===== src/rtl/salesman_pkg.sv =====
// Shared types and fixed-point constants for the annealer's Metropolis stage.
package salesman_pkg;

  // Fixed-point widths: x is signed .17, y is signed .23, recip is unsigned .15
  localparam int X_W     = 21;
  localparam int Y_W     = 27;
  localparam int RECIP_W = 17;
  localparam int Y_FRAC  = 23;

  localparam int NTERM_DEF = 15;

  typedef enum logic [2:0] {
    IDLE,
    INIT,
    RUN,
    WAIT,
    JUDGE
  } state_t;

  // Reciprocal coefficients floor(2^15 / (NTERM-k)) for the default term count
  localparam logic [RECIP_W-1:0] RECIP [NTERM_DEF] = '{
    17'd2184,  17'd2340,  17'd2520,  17'd2730,  17'd2978,
    17'd3276,  17'd3640,  17'd4096,  17'd4681,  17'd5461,
    17'd6553,  17'd8192,  17'd10922, 17'd16384, 17'd32768
  };

  // Same coefficient for an arbitrary term count; used to build elaboration-time tables
  function automatic logic [RECIP_W-1:0] recip_coef(input int k, input int nterm);
    return RECIP_W'((1 << 15) / (nterm - k));
  endfunction

endpackage


===== src/rtl/metropolis_judge_xorshift32.sv =====
// xorshift32 uniform generator; advances one step per cycle while step is high.
module xorshift32 (
  input  logic        clk,
  input  logic        reset,
  input  logic        step,
  input  logic [31:0] seed,
  output logic [31:0] out
);

  logic [31:0] x_q;
  logic [31:0] x_d;
  logic [31:0] t1;
  logic [31:0] t2;

  // Next state: x ^= x<<13; x ^= x>>17; x ^= x<<5
  always_comb begin
    t1  = x_q ^ (x_q << 13);
    t2  = t1 ^ (t1 >> 17);
    x_d = t2 ^ (t2 << 5);
  end

  // State register; reset reloads the seed so a reset always restarts the sequence
  always_ff @(posedge clk or posedge reset) begin
    if (reset) begin
      x_q <= seed;
    end else if (step) begin
      x_q <= x_d;
    end
  end

  assign out = x_q;

endmodule


===== src/rtl/metropolis_judge.sv =====
// Metropolis accept/reject stage: fast-accepts non-positive deltas, otherwise
// sequences the exp unit through init/run and judges its result against a
// xorshift32 uniform.
module metropolis_judge
  import salesman_pkg::*;
#(
  parameter logic [31:0] SEED    = 32'h2545F491,
  parameter int          NTERM   = 15,
  parameter int          EXP_LAT = 2
) (
  input  logic                      clk,
  input  logic                      reset,
  input  logic                      start,
  input  logic signed [X_W-1:0]     delta,
  output logic                      busy,
  output logic                      valid,
  output logic                      accept,
  output logic signed [X_W-1:0]     exp_x,
  output logic                      exp_init,
  output logic                      exp_run,
  output logic [RECIP_W-1:0]        exp_recip,
  input  logic signed [Y_W-1:0]     exp_y
);

  localparam int K_W = (NTERM > 1) ? $clog2(NTERM) : 1;
  localparam int W_W = (EXP_LAT > 1) ? $clog2(EXP_LAT) : 1;

  state_t                 state_q;
  logic [K_W-1:0]         k_q;
  logic [W_W-1:0]         wait_q;
  logic                   valid_q;
  logic                   accept_q;
  logic signed [X_W-1:0]  exp_x_q;
  logic                   exp_init_q;
  logic                   exp_run_q;
  logic [RECIP_W-1:0]     recip_q;

  logic [31:0]            rng;
  logic                   rng_step;
  logic [Y_W-1:0]         u_ext;
  logic                   win;
  logic                   fast_path;
  logic                   unused_rng_hi;

  // Coefficient table resolved at elaboration time, one entry per series term
  logic [RECIP_W-1:0] recip_tab [NTERM];

  genvar gi;
  generate
    for (gi = 0; gi < NTERM; gi++) begin : g_recip
      assign recip_tab[gi] = recip_coef(gi, NTERM);
    end
  endgenerate

  // The rng advances exactly once per slow-path verdict
  assign rng_step = (state_q == JUDGE);

  xorshift32 u_rng (
    .clk   (clk),
    .reset (reset),
    .step  (rng_step),
    .seed  (SEED),
    .out   (rng)
  );

  // u = 0.rng[22:0] in .23; a negative exp_y never wins, saturated values always do
  assign u_ext         = {{(Y_W-Y_FRAC){1'b0}}, rng[Y_FRAC-1:0]};
  assign win           = ~exp_y[Y_W-1] && ($unsigned(exp_y) > u_ext);
  assign unused_rng_hi = ^rng[31:Y_FRAC];

  assign fast_path = delta[X_W-1] || (delta == '0);

  // Sequencer with registered outputs. Because the exp-side outputs trail the
  // state by one cycle, WAIT spans EXP_LAT state cycles so that JUDGE samples
  // exp_y exactly EXP_LAT cycles after the last visible exp_run.
  always_ff @(posedge clk or posedge reset) begin
    if (reset) begin
      state_q    <= IDLE;
      k_q        <= '0;
      wait_q     <= '0;
      valid_q    <= 1'b0;
      accept_q   <= 1'b0;
      exp_x_q    <= '0;
      exp_init_q <= 1'b0;
      exp_run_q  <= 1'b0;
      recip_q    <= '0;
    end else begin
      valid_q    <= 1'b0;
      accept_q   <= 1'b0;
      exp_init_q <= 1'b0;
      exp_run_q  <= 1'b0;
      recip_q    <= '0;
      case (state_q)
        IDLE: begin
          if (start) begin
            if (fast_path) begin
              valid_q  <= 1'b1;
              accept_q <= 1'b1;
            end else begin
              exp_x_q <= delta;
              state_q <= INIT;
            end
          end
        end
        INIT: begin
          exp_init_q <= 1'b1;
          k_q        <= '0;
          state_q    <= RUN;
        end
        RUN: begin
          exp_run_q <= 1'b1;
          recip_q   <= recip_tab[k_q];
          if (k_q == K_W'(NTERM - 1)) begin
            k_q     <= '0;
            wait_q  <= '0;
            state_q <= WAIT;
          end else begin
            k_q <= k_q + K_W'(1);
          end
        end
        WAIT: begin
          if (wait_q == W_W'(EXP_LAT - 1)) begin
            state_q <= JUDGE;
          end else begin
            wait_q <= wait_q + W_W'(1);
          end
        end
        JUDGE: begin
          valid_q  <= 1'b1;
          accept_q <= win;
          state_q  <= IDLE;
        end
        default: state_q <= IDLE;
      endcase
    end
  end

  assign busy      = (state_q != IDLE);
  assign valid     = valid_q;
  assign accept    = accept_q;
  assign exp_x     = exp_x_q;
  assign exp_init  = exp_init_q;
  assign exp_run   = exp_run_q;
  assign exp_recip = recip_q;

endmodule

===== config.mk =====
export PLATFORM = sky130hd
export DESIGN_NAME = metropolis_judge
export DESIGN_NICKNAME = d
export VERILOG_FILES = /design/src/rtl/salesman_pkg.sv /design/src/rtl/metropolis_judge_xorshift32.sv /design/src/rtl/metropolis_judge.sv
export SDC_FILE = /design/constraint.sdc
export NUM_CORES = 1
export LEC_CHECK = 0
export BUFFER_PORTS_ARGS = -buffer_cell sky130_fd_sc_hd__buf_4
export CORE_MARGIN = 2
export CORE_UTILIZATION = 55
export DETAILED_ROUTE_END_ITERATION = 10
export PLACE_DENSITY = 0.8
export SYNTH_ARGS = -nofsm -noshare
export SYNTH_HDL_FRONTEND = slang
export SYNTH_SLANG_ARGS = --single-unit

===== constraint.sdc =====
create_clock -name clk -period 2.95 [get_ports clk]
set_clock_uncertainty 0.2 [all_clocks]
set_input_delay 0.295 -clock clk [delete_from_list [all_inputs] [get_ports clk]]
set_output_delay 0.295 -clock clk [all_outputs]
set_load 0.05 [all_outputs]

== Word-level counts from Yosys, hierarchy flattened ==
Memory sizes are Yosys's and may differ from the RTL's.
Index checks and enable logic that the tools add are counted.
Word-level totals
  flip-flop bits (word level): 82
  bits in latches: 0
  bits in writable memories: 0
  bits in read-only memories: 272
  logic and storage cells: 59
  memories: 1
Cells by class
  add/subtract/negate cells: 2
  $mul: 0
  div/mod/pow operators: 0
  magnitude comparators: 2
  equal/unequal tests: 9
  shifts and indexed selects: 0
  mux-type cells: 19
  bitwise logic cells: 6
  reduce and logical (&&, ||, !) cells: 10
Memories
  (name not given): depth 16, width 17, rd ports 1, clocked after Yosys merged registers in 0, write ports 0, line metropolis_judge.sv:112  | recip_q <= recip_tab[k_q];
Operators with widths (number)
  32-bit bitwise XOR: 2
  17-bit 2-to-1 mux: 3
  32-bit by 15-bit bitwise XOR with 32-bit output: 1
  27-bit by 23-bit > comparator with 1-bit output: 1
  21-bit zero test: 1
  3-bit 2-to-1 mux: 4
  3-bit case mux with 4 select lines: 1
  2-bit != test (second input constant): 4
  4-bit case mux with 2 select lines: 1
  3-bit by 2-bit equality test with 1-bit output (second input constant): 2
  1-bit 2-to-1 mux: 6
  1-bit case mux with 2 select lines: 3
  5-bit greater-or-equal comparator (second input constant): 1
  4-bit inverter with 5-bit output: 1
  4-bit by 1-bit adder with 4-bit output (second input constant): 1
  4-bit equality test (second input constant): 1
  4-bit 2-to-1 mux: 1
  4-bit AND reduction: 1
  2-bit nonzero test: 2
  3-bit by 1-bit equality test with 1-bit output (second input constant): 1
  3-bit equality test (second input constant): 1
  3-bit zero test: 1
  3-bit AND reduction: 1
  3-bit nonzero test: 1
  5 further kinds: 6

== Longest topological paths before layout ==
  depth after elaboration: 5
  mapped depth: 8
  mapped depth without buffers: 7

== Worst setup path before layout ==
No wires, ideal clock.
  path kind: flip-flop to flip-flop
  start: register u_rng.x_q[14] (netlist: u_rng.out[14])
  end: register accept_q (netlist: accept)
  arrival: 2032 ps
  path slack: 608 ps
  cell stages (with the launch flop): 8
  buffers on the path: 1
  period minus slack after synthesis: 2342 ps
  cells stage by stage: dfstp_2 clkbuf_1 inv_1 ha_1 nand4_1 or4_4 o211a_1 o41ai_1
Between the ends
  word-level cells in the longest chain between the ends: 3
RTL lines
  start: declaration: line metropolis_judge_xorshift32.sv:10  | logic [31:0] x_q;
  start signal: assignment: line metropolis_judge_xorshift32.sv:25  | x_q <= seed;
  start signal: assignment: line metropolis_judge_xorshift32.sv:27  | x_q <= x_d;
  27-bit by 23-bit > comparator with 1-bit output: line metropolis_judge.sv:68  | assign win = ~exp_y[Y_W-1] && ($unsigned(exp_y) > u_ext);
  1-bit logical AND: line metropolis_judge.sv:68
  1-bit case mux with 2 select lines: line metropolis_judge.sv:93  | case (state_q)
  end signal: assignment: line metropolis_judge.sv:130  | accept_q <= win;
  end: declaration: line metropolis_judge.sv:32  | logic accept_q;
No other way between the ends.
A chain may end at the register's enable or synchronous reset.

== Worst setup path in the final report ==
  start: input port delta[11]
  end: register exp_x_q[8] (netlist: exp_x[8])
Between the ends
  word-level cells in the longest chain between the ends: 4
RTL lines
  start: declaration: line metropolis_judge.sv:14  | input logic signed [X_W-1:0] delta,
  21-bit zero test: line metropolis_judge.sv:71  | assign fast_path = delta[X_W-1] || (delta == '0);
  1-bit logical OR: line metropolis_judge.sv:71
  1-bit inverter (no source line)
  3-bit AND reduction (no source line)
  end signal: assignment: line metropolis_judge.sv:100  | exp_x_q <= delta;
  end: declaration: line metropolis_judge.sv:33  | logic signed [X_W-1:0] exp_x_q;
No other way between the ends.

==> flow_metrics.tcl <==
set metrics [dict create \
    rsz0062_at_grt "false" \
    final_common_cell "buf_4" \
    cp_cell_sequence "dlygate4sd3_1, buf_4, nor4_1, and3_1, a31oi_1, nand3_1, buf_4, mux2_1" \
    synthTopCellsByArea "dfrtp_1 (38%), xnor2_1 (16%), ha_1 (8.7%)" \
    period_needed_ns 2.64 \
    crit_type "primary input to flip-flop" \
    initial_core_util_pct 57.2 \
    min_period_over_period_pct 89.5 \
    groute.usage.overall_pct 25.6 \
    wl_per_cell_microns 16.0 \
    powerDensity_nw_per_um2 769 \
    synth_nets 504 \
    setup_ws_ns 0.310 \
    die_x_microns 93.9 \
    grt_max_degree 52 \
    cts_tree "done" \
    min-delay-path-class "primary input to flip-flop" \
    post-dp-hpwl_microns 7450 \
    crit_fanout 13 \
    grt_pass1_wl_microns 17300 \
    area_growth_pct 26.8 \
    synth_cells 422 \
    cap_violations 0 \
    antenna_left 0 \
    core_region_area_sq_um 7770 \
    status "complete, no violations" \
    slew_violations 0 \
    stdcell_count 642 \
    syn_area_sq_um 4440 \
    ys_ff_latch 81 \
    endpoint_kind "flip-flop" \
    post_cts_resized 0 \
    synth_top_area_cell "dfrtp_1" \
    async_flop_share_pct 100 \
    max_freq_mhz 379 \
    synth_edf_count 0 \
    place_ws_ns 0.518 \
    vias 3395 \
    synth.avg_cell_area_sq_um 10.5 \
    cts_inserted_buffers 9 \
    tightest_slew_ns 0.875 \
    clkLatencyLatePin_ns 0.36 \
    wirelength_microns 10300 \
    hold_viol_final 0 \
    tns_ns 0 \
    die_h_microns 93.9 \
    antenna_found_initial 0 \
    drcViolationCount 0 \
    synth-seq-area-share_pct 46.0 \
    yosys_warnings 0 \
    place_area_sq_um 5230 \
    drtIter0Drc 133 \
    cp_slowest_stage_delay_ns 0.55 \
    critical_path_required_ns 2.99 \
    io_pins 94 \
    synth_flop_cell "dfrtp_1" \
    crit_path_frequent_cell "buf_4" \
    gp_congestion 0.858 \
    dr.pass1.iters 4 \
    p_leak_uw 0.00252 \
    hold_slack_ns 0.0744 \
    max-vdd-ir-drop_v 0.000873 \
    cts.sinks 81 \
    nFillCells 566 \
    dp_cells 604 \
    fin_area_sq_um 5630 \
    start_kind "primary input" \
    clk_pin_slew_ns 0.09 \
    synth_top_area_share_pct 37.7 \
    final_nets 617 \
    clk_path_buf_depth 2 \
    design.die.area_sq_um 8810 \
    cp_slowest_cell "dlygate4sd3_1" \
    diodes 0 \
    final_cell_mix "buf_4 (93), xnor2_1 (80), dfrtp_1 (67), nand2_1 (31), ha_1 (31)" \
    htreeDepth 3 \
    port_buffers 92 \
    drt-vias-per-instance 5.29 \
    grt_pass1_vias 3624 \
    max-slew-margin-rel_pct 41.6 \
    grt_overflow 0 \
    ys_types 44 \
    finalSetupViolations 0 \
    cts_root_buffer "clkbuf_8" \
    ctsHoldBuffers 22 \
    arrival_ns 2.68 \
    rows 32 \
    cts_setup_buffers 0 \
    layout-drive-gt1-share_pct 23.9 \
]
[layer usage]
| metal | track usage, % | vias to the layer above | wire [microns] |
|---|---|---|---|
| li1 | - | 1623 | - |
| met1 | 32.8 | 1656 | 4360 |
| met2 | 42.7 | 100 | 5130 |
| met3 | 6.18 | 16 | 602 |
| met4 | 8.21 | 0 | 161 |
| met5 | 0 | - | 0 |
[Yosys cell counts, types with 3 or more instances]
cell and number:
nand2_1 31, xnor2_1 80, o21ai_1 5, a21oi_1 16, nor3_1 4, a22o_1 3
and3_1 3, dfrtp_1 67, nor2b_1 5, ha_1 31, clkbuf_1 11, xor2_1 12
o21ai_0 5, dfstp_2 14, nor2_1 29, mux2_1 20, nand3_1 7, a31oi_1 3
inv_1 31, a211oi_1 4, nor4_1 6, nand4_1 5
[where the power goes]
| part | internal (uW) | total [uW] | switching (uW) |
|---|---|---|---|
| clock network | 315 | 761 | 446 |
| logic | 643 | 2000 | 1350 |
| registers | 1370 | 1570 | 208 |
| total | 2320 | 4330 | 2010 |
[worst paths after layout]
check / startpoint / end / slack [ns] / cells past startpoint
max in group asynchronous: reset / state_q[1] / 1.46 / 4
worst max register to register: u_rng.out[18] / accept / 0.50 / 6
worst min register to register: u_rng.out[27] / u_rng.out[27] / 0.30 / 1
worst max-delay path: delta[11] / exp_x[8] / 0.31 / 8
min in group asynchronous: reset / u_rng.out[17] / 0.45 / 3
worst min-delay path: start / valid / 0.07 / 3
[area by class of cell]
| class | instances | area [sq um] | area share, % |
|---|---|---|---|
| multi-input cells | 294 | 2220 | 39.4 |
| flip-flops and latches | 81 | 2040 | 36.3 |
| repair buffers | 116 | 938 | 16.7 |
| clock buffers | 10 | 128 | 2.27 |
| well taps | 102 | 128 | 2.27 |
| inverters | 33 | 125 | 2.22 |
| clock inverters | 6 | 50.0 | 0.889 |
[kinds of logic (layout without fill, tap and decap cells)]
logic type	count (synthesis)	count (layout)	synth area share [%]
buffers and inverters	47	165	4.06
adder cells (fa/ha/maj)	31	31	8.73
flip-flops	81	81	46.0
XOR/XNOR	92	92	18.1
AND/OR/NAND/NOR	101	101	10.8
multiplexers	20	20	5.07
AO/OA/AOI/OAI	49	49	7.04
other	1	1	0.0844
[flip-flops by register name, indices dropped and copies added, names as in the netlist]
name and count:
k_q 4, exp_recip 16, valid 1, exp_init 1
exp_x 21, accept 1, state_q 3, wait_q 1
exp_run 1, u_rng.out 32
[metrics by stage]
stage	utilization, %	total power [uW]
2_1_floorplan	-	2920
6_report	72.5	4330
3_5_place_dp	67.4	3540
3_3_place_gp	67.4	3490
4_1_cts	72.5	4340
5_1_grt	72.5	4560
[worst max-delay path: cells and delay by family]
kind                   cells  cell delay [ns]
and+or+nand+nor            3             0.91
muxes                      1             0.35
AOI/OAI and AO/OA          1             0.10
buffers and inverters      3             0.99
Note: power is estimated with default switching activity, not from simulation.
